[src/rtl/gigatron_ctl_pkg.sv]
// Shared types and defaults for the Gigatron game-controller transmit path.
package gigatron_ctl_pkg;

   typedef enum logic [1:0] {
      IDLE,
      LOAD,
      SHIFT,
      DONE
   } ctl_state_t;

   localparam int unsigned CTL_WIDTH_DEFAULT = 8;
   localparam logic        CTL_IDLE_FILL     = 1'b1;

endpackage

[src/rtl/sync_edge_detect.sv]
// Multi-stage synchronizer for one asynchronous host pin, with a history flop
// so edges are detected on the synchronized level.
module sync_edge_detect #(
   parameter int unsigned SYNC_STAGES = 2
) (
   input  logic clk_i,
   input  logic rst_ni,
   input  logic async_i,
   output logic level_o,
   output logic rise_o,
   output logic fall_o
);

   logic [SYNC_STAGES-1:0] sync_q;
   logic                   hist_q;

   always_ff @(posedge clk_i or negedge rst_ni) begin
      if (!rst_ni) begin
         sync_q <= '0;
         hist_q <= 1'b0;
      end else begin
         sync_q <= {sync_q[SYNC_STAGES-2:0], async_i};
         hist_q <= sync_q[SYNC_STAGES-1];
      end
   end

   assign level_o = sync_q[SYNC_STAGES-1];
   assign rise_o  =  sync_q[SYNC_STAGES-1] & ~hist_q;
   assign fall_o  = ~sync_q[SYNC_STAGES-1] &  hist_q;

endmodule

[src/rtl/gigatron_controller_tx.sv]
// 4021-style controller transmitter: parallel-loads active-low buttons while the
// host latch is high, then shifts them out MSB-first on host shift-clock rises.
module gigatron_controller_tx
   import gigatron_ctl_pkg::*;
#(
   parameter int unsigned WIDTH       = CTL_WIDTH_DEFAULT,
   parameter int unsigned SYNC_STAGES = 2,
   parameter logic        SERIAL_FILL = CTL_IDLE_FILL
) (
   input  logic             clock_50,
   input  logic             MR,
   input  logic [WIDTH-1:0] buttons_n,
   input  logic             ctl_latch,
   input  logic             ctl_clock,
   output logic             ctl_data,
   output logic             busy,
   output logic             frame_done
);

   localparam int unsigned      CNT_W    = $clog2(WIDTH + 1);
   localparam logic [CNT_W-1:0] CNT_LAST = CNT_W'(WIDTH - 1);
   localparam logic [CNT_W-1:0] CNT_FULL = CNT_W'(WIDTH);

   logic latch_s, latch_rise, latch_fall;
   logic clk_level, clk_rise, clk_fall;

   sync_edge_detect #(.SYNC_STAGES(SYNC_STAGES)) u_sync_latch (
      .clk_i   (clock_50),
      .rst_ni  (MR),
      .async_i (ctl_latch),
      .level_o (latch_s),
      .rise_o  (latch_rise),
      .fall_o  (latch_fall)
   );

   sync_edge_detect #(.SYNC_STAGES(SYNC_STAGES)) u_sync_clock (
      .clk_i   (clock_50),
      .rst_ni  (MR),
      .async_i (ctl_clock),
      .level_o (clk_level),
      .rise_o  (clk_rise),
      .fall_o  (clk_fall)
   );

   logic unused_edges;
   assign unused_edges = latch_rise ^ clk_level ^ clk_fall;

   ctl_state_t       state_q, state_d;
   logic [WIDTH-1:0] sreg_q, sreg_d;
   logic [CNT_W-1:0] cnt_q, cnt_d;
   logic             busy_q, busy_d;
   logic             done_q, done_d;
   logic             shift_en;

   always_comb begin
      state_d  = state_q;
      sreg_d   = sreg_q;
      cnt_d    = cnt_q;
      done_d   = 1'b0;
      shift_en = 1'b0;

      // A high latch overrides everything, including a shift in the same cycle.
      if (latch_s) begin
         state_d = LOAD;
         sreg_d  = buttons_n;
         cnt_d   = '0;
      end else begin
         unique case (state_q)
            LOAD: begin
               if (latch_fall) begin
                  state_d = SHIFT;
                  cnt_d   = '0;
               end
            end
            SHIFT: begin
               if (clk_rise) begin
                  shift_en = 1'b1;
                  if (cnt_q == CNT_LAST) begin
                     state_d = DONE;
                     done_d  = 1'b1;
                  end
               end
            end
            default: shift_en = clk_rise;
         endcase

         if (shift_en) begin
            sreg_d = {sreg_q[WIDTH-2:0], SERIAL_FILL};
            if (cnt_q != CNT_FULL) begin
               cnt_d = cnt_q + 1'b1;
            end
         end
      end

      busy_d = (state_d == SHIFT);
   end

   always_ff @(posedge clock_50 or negedge MR) begin
      if (!MR) begin
         state_q <= IDLE;
         sreg_q  <= '1;
         cnt_q   <= '0;
         busy_q  <= 1'b0;
         done_q  <= 1'b0;
      end else begin
         state_q <= state_d;
         sreg_q  <= sreg_d;
         cnt_q   <= cnt_d;
         busy_q  <= busy_d;
         done_q  <= done_d;
      end
   end

   assign ctl_data   = sreg_q[WIDTH-1];
   assign busy       = busy_q;
   assign frame_done = done_q;

endmodule
[config.mk]
export PLATFORM = sky130hd
export DESIGN_NAME = gigatron_controller_tx
export DESIGN_NICKNAME = d
export VERILOG_FILES = /design/src/rtl/gigatron_ctl_pkg.sv /design/src/rtl/sync_edge_detect.sv /design/src/rtl/gigatron_controller_tx.sv
export SDC_FILE = /design/constraint.sdc
export NUM_CORES = 1
export LEC_CHECK = 0
export BUFFER_PORTS_ARGS = -buffer_cell sky130_fd_sc_hd__buf_4
export CAP_MARGIN = 0
export CORE_ASPECT_RATIO = 1.2
export CORE_UTILIZATION = 53
export DETAILED_ROUTE_END_ITERATION = 7
export PLACE_DENSITY_LB_ADDON = 0.15
export REMOVE_ABC_BUFFERS = 1
export SLEW_MARGIN = 20
export SYNTH_ARGS = -nofsm -noshare
export SYNTH_HDL_FRONTEND = slang
export SYNTH_SLANG_ARGS = --single-unit
[constraint.sdc]
create_clock -name clock_50 -period 2 [get_ports clock_50]
set_input_delay 0.1 -clock clock_50 [delete_from_list [all_inputs] [get_ports clock_50]]
set_output_delay 0.1 -clock clock_50 [all_outputs]
set_load 0.01 [all_outputs]
-- Yosys cells after proc, flatten, opt, wreduce, memory -nomap -nowiden
Index checks and enable logic that the tools add are counted.
- equality and inequality tests: 5
- add/sub/neg operators: 1
- reduce and logical (&&, ||, !) cells: 1
- bitwise logic cells: 4
- multiplexer cells: 19
- operators with widths (kind ; number):
    two-way mux 4 bit ; 5
    two-way mux 8 bit ; 2
    two-way mux 2 bit ; 4
    two-way mux 1 bit ; 6
    adder 4 x 1 -> 4 bit (second input constant) ; 1
    == test 2 bit (second input constant) ; 2
    == test 4 x 3 -> 1 bit (second input constant) ; 1
    != test 4 bit (second input constant) ; 1
    case mux 2 bit (2 select lines) ; 1
    bitwise AND 1 bit ; 2
    == test 2 x 1 -> 1 bit (second input constant) ; 1
    NOT 1 bit ; 2
    case mux 1 bit (2 select lines) ; 1
    nonzero test 2 bit ; 1
- output and inout bits: 3
- logic and storage cells: 39
- flip-flop bits (word level): 22
- input bits: 12

-- Depth between registers and ports, before layout
- depth after elaboration: 7
- gate-level depth with buffers: 6
- mapped depth without buffers: 5

-- Cells and area by module
A second synthesis with hierarchy kept.
- cells, all modules: 94
- area total of the unflattened synthesis: 1029.7 um2
- by module, submodules not included (module ; cells an instance ; seq. area each (um2) ; instances ; area an instance (um2)):
    gigatron_controller_tx ; 84 ; 410.4 ; 1 ; 849.6
    sync_edge_detect ; 5 ; 75.1 ; 2 ; 90.1

-- Worst setup path after synthesis
No wires, ideal clock.
- path kind: register to register
- start point: register state_q[1]
- end point: register cnt_q[0]
- clock period less this slack: 1.584 ns
- required time: 1.870 ns
- stages on the path, launching flop included: 7
- slack: 0.416 ns
- buffers on the path: 1
- setup time: 0.130 ns
- arrival time: 1.454 ns
- cell sequence: dfrtp_1 -> inv_1 -> ha_1 -> or3b_4 -> buf_2 -> o211ai_1 -> o41ai_1
- cells in the longest elaborated chain, start to end: 5
- elaborated cells on any way between the ends: 8
- classes of those cells: eq/ne: 2; mux: 6
- ends and longest elaborated chain (element ; RTL line ; source):
    from (decl) ; gigatron_controller_tx.sv:48 ; ctl_state_t state_q, state_d;
    from (signal assigned) ; gigatron_controller_tx.sv:106 ; state_q <= state_d;
    == test 2 bit or == test 2 x 1 -> 1 bit (tied branches) ; gigatron_controller_tx.sv:68 ; unique case (state_q)
    case mux 1 bit (2 select lines) or two-way mux 4 bit (tied branches) ; gigatron_controller_tx.sv:68 ;
    two-way mux 1 bit or two-way mux 4 bit (tied branches) ; gigatron_controller_tx.sv:63, gigatron_controller_tx.sv:89 ;
    two-way mux 4 bit (*) ; gigatron_controller_tx.sv:87 ; if (shift_en) begin
    two-way mux 4 bit (*) ; gigatron_controller_tx.sv:63 ; if (latch_s) begin
    named net cnt_d[0] ; gigatron_controller_tx.sv:50 ; logic [CNT_W-1:0] cnt_q, cnt_d;
    to (signal assigned) ; gigatron_controller_tx.sv:108 ; cnt_q <= cnt_d;
    to (decl) ; gigatron_controller_tx.sv:50 ;
Mark *: on every way through the listed nets, which the timed path passes. The rest lies on a longest branch. The select of a mux whose other input is x is not followed.
A chain may end at the register's enable or synchronous reset.

-- Worst setup path in the final report
- start point: register state_q[1]
- end point: register cnt_q[3]
Same word-level chain as after synthesis.

==> metrics.md <==
| Metric | Value |
|---|---|
| Min-Delay Path Class | in2reg |
| # rows | 16 |
| Hold Crit Endpoint | sreg_q[2] |
| Switch share | 28.37% |
| Area delta synth->final | 22.44% |
| R2R setup slack | 0.17 ns |
| Seq/Total Area, Yosys | 57.44% |
| Crit-path max FO | 13 |
| Peak per-stage delay on the critical path | 0.48 ns |
| Critical path cell sequence | inv_1 -> ha_1 -> or3b_4 -> or3_1 -> a21oi_1 |
| Hold Path Cell Cnt | 2 |
| Port-buffer cells | 14 |
| Final Cell Area | 1195 µm² |
| Tot Pwr | 1211 µW |
| Initial Utilization | 58.04% |
| Hold Fails Final Rpt | 0 |
| Syn avg cell area | 11.09 µm² |
| Root buffer cell | clkbuf_4 |
| Routed Wire Length | 1815 µm |
| Comb pwr share | 25.5% |
| Rel. slew slack | 69.01% |
| Maxcap violations | 0 |
| Switch Pwr | 343.6 µW |
| Vias per cell | 5.748 |
| Startpoint types | flip-flop |
| Ys flop type | dfrtp_1 |
| Antenna violations before repair | 0 |
| # DRC | 0 |
| CTS clk-pin slew, worst paths | 0.12 ns |
| Clock Tree Buf Depth | 2 |
| Postcts setup bufs | 0 |
| Register share of total power | 46.9% |
| Mapped cell area | 975.9 µm² |
| FF+latch count, synth | 22 |
| EDFF count, synth | 0 |
| Synth warn | 0 |
| Async SR Flop Fraction | 100.0% |
| Clk_lat worst skew | 0.30 ns |
| Final count of negative-setup-slack endpoints | 0 |
| Via count | 730 |
| R2R depth | 5 |
| Max-slew violation count | 0 |
| Final min period | 1.826 ns |
| Die Footprint | 2018 µm² |
| Register area | 560.5 µm² |
| Setup TNS | 0 ns |
| Buf/Inv on CP | 1 |
| Syn Inst Count | 88 |
| Fmax | 547.6 MHz |
| Power density over the cells | 1013 nW/µm² |
| Critical R2R Launch | state_q[1] |
| First-pass GRT wire length | 2891 µm |
| # IOs | 15 |
| Distinct cells, synth | 26 |
| Routed WL per cell | 14.29 µm |
| Grt ovf | 0 |
| ANT nets after route | 0 |
| Period utilization | 91.31% |
| Reg2reg end | cnt_q[3] |
| P_int | 867.3 µW |
| Max IR drop VDD | 0.6477 mV |
| Multi-input gate area | 380.4 µm² |
| CORE AREA | 1682 µm² |
| Largest net degree at the start of global routing | 23 |
| Lkg Pwr | 0.0005637 µW |
| Placed Area | 1102 µm² |
| Critical-path top delay cell | or3b_4 |
| Hold Startpoint | buttons_n[2] |
| Fin Clk Skew | 0.004760 ns |
| TritonCTS clock tree | yes |
| HPWL after DPL | 1244 µm |
| RSZ-0062 raised after global routing | no |
| CP top delay family | simple AND/OR/NAND/NOR gates |
| Share of layout cells above drive strength 1 | 26.61% |
| Fillcell total | 151 |
| Antenna diode count | 0 |
| Crit path kind | reg2reg |
| CTS buffer count | 3 |
| Crit end category | flip-flop |
| Clock power frac | 27.6% |
| Vias in the first global route | 717 |
| Die width | 41.17 µm |
| Die Y | 49.01 µm |
| DRT iter0 DRCs | 9 |
| Total Routing Usage GR | 21.06% |
| CP Data Required Time | 2.24 ns |
| # nets final | 127 |
| Worst path depth | 5 |
| # clock sinks | 22 |
| Crit path DAT | 2.06 ns |
| Actual slew at the worst max-slew pin | 0.4649 ns |
| Gpl congestion | 0.6661 |
| H-tree depth | 1 |
| Status | complete, no violations |
| DRT Pass-1 Iters | 4 |
==> worst reg2reg max path, stage by stage, from the launching register on <==
cell	delay (ns)
dfrtp_1	0.42
inv_1	0.08
ha_1	0.26
or3b_4	0.48
or3_1	0.36
a21oi_1	0.16
==> final cells by class <==
type / instances / area share [%]
flip-flops and latches: 22 / 46.91
multi-input cells: 57 / 31.83
repair buffers: 19 / 12.77
clock inverters: 1 / 2.513
inverters: 7 / 2.199
clock buffers: 3 / 1.885
well taps: 18 / 1.885
==> repair_timing <==
action	in CTS	in global routing
hold buffers	4	0
endpoints found under the setup margin	0	0
resized for setup	0	0
hold endpoints to repair	25	0
==> cell families after synthesis <==
kind of cell	count (synthesis)	share of synthesized area [%]
AO/OA/AOI/OAI	29	19.74
adder cells (fa/ha/maj)	5	6.410
buffers and inverters	9	3.588
flip-flops	22	57.44
AND/OR/NAND/NOR	23	12.82
==> placed cells by master, fill, tap and decap left out <==
| master | instances |
|---|---|
| buf_4 | 15 |
| dfrtp_1 | 14 |
| nand2_1 | 13 |
| a21oi_1 | 12 |
| dfstp_2 | 8 |
| a2bb2oi_1 | 7 |
| inv_1 | 6 |
| ha_1 | 5 |
| dlygate4sd3_1 | 4 |
| o21ai_0 | 3 |
| clkbuf_4 | 3 |
| o211ai_1 | 2 |
| nand3_1 | 2 |
| and4b_1 | 1 |
| nand3b_1 | 1 |
| nor2b_1 | 1 |
| o31ai_1 | 1 |
| clkinv_1 | 1 |
| o22ai_1 | 1 |
| a221oi_1 | 1 |
| nor3b_2 | 1 |
| or3b_4 | 1 |
| and3b_1 | 1 |
| o41ai_1 | 1 |
| o211a_1 | 1 |
| or3_1 | 1 |
| nor2_1 | 1 |
| bufinv_16 | 1 |
==> synthesized netlist by cell type, drive strengths merged, types with 2 or more instances <==
cell	number	area share [%]
a21oi	12	6.2
a2bb2oi	7	6.3
dfrtp	14	36
dfstp	8	22
ha	5	6.4
inv	6	2.3
nand2	13	5.0
nand3	2	1.0
o211ai	2	1.5
o21ai	3	1.5
==> power by group through the flow <==
stage / logic (µW) / registers, µW / clock network, µW
3_3_place_gp: 289 / 571 / 0
5_1_grt: 343 / 579 / 356
2_1_floorplan: 202 / 572 / 0
3_5_place_dp: 302 / 578 / 0
6_report: 309 / 568 / 334
4_1_cts: 311 / 569 / 343
==> worst max path at each step <==
stage	from	end	slack, ns
after floorplan	state_q[1]	cnt_q[3]	0.36
after detailed placement	state_q[1]	cnt_q[3]	0.20
after global routing	state_q[1]	cnt_q[3]	0.10
after global placement	state_q[1]	cnt_q[3]	0.30
after CTS	state_q[1]	cnt_q[3]	0.17
final	state_q[1]	cnt_q[3]	0.17
==> metrics by stage <==
step / setup slack (ns) / util [%] / cells / hold WS, ns
floorplan: 0.3575 / - / 86 / -0.1956
global placement: 0.2994 / 65.55 / 119 / 0.0006086
detailed placement: 0.2014 / 65.55 / 119 / 0.002072
CTS: 0.1719 / 71.06 / 127 / 0.001725
global route: 0.1010 / 71.06 / 127 / 0.003011
finish: 0.1738 / 71.06 / 127 / 0.01120
==> state kept, by name, indices dropped and copies added (netlist names) <==
| signal | count |
|---|---|
| cnt_q | 4 |
| u_sync_clock.sync_q | 2 |
| u_sync_latch.hist_q | 1 |
| state_q | 2 |
| busy | 1 |
| u_sync_clock.hist_q | 1 |
| sreg_q | 8 |
| u_sync_latch.sync_q | 2 |
| frame_done | 1 |
==> per-layer routing <==
| metal | vias up | GRT usage, % | share of wire (%) |
|---|---|---|---|
| li1 | 358 | - | - |
| met1 | 355 | 23.27 | 44 |
| met2 | 13 | 36.72 | 52 |
| met3 | 4 | 4.110 | 2.1 |
| met4 | 0 | 8.065 | 1.6 |
| met5 | - | 0 | 0 |
Power figures use the tool's default switching activity.
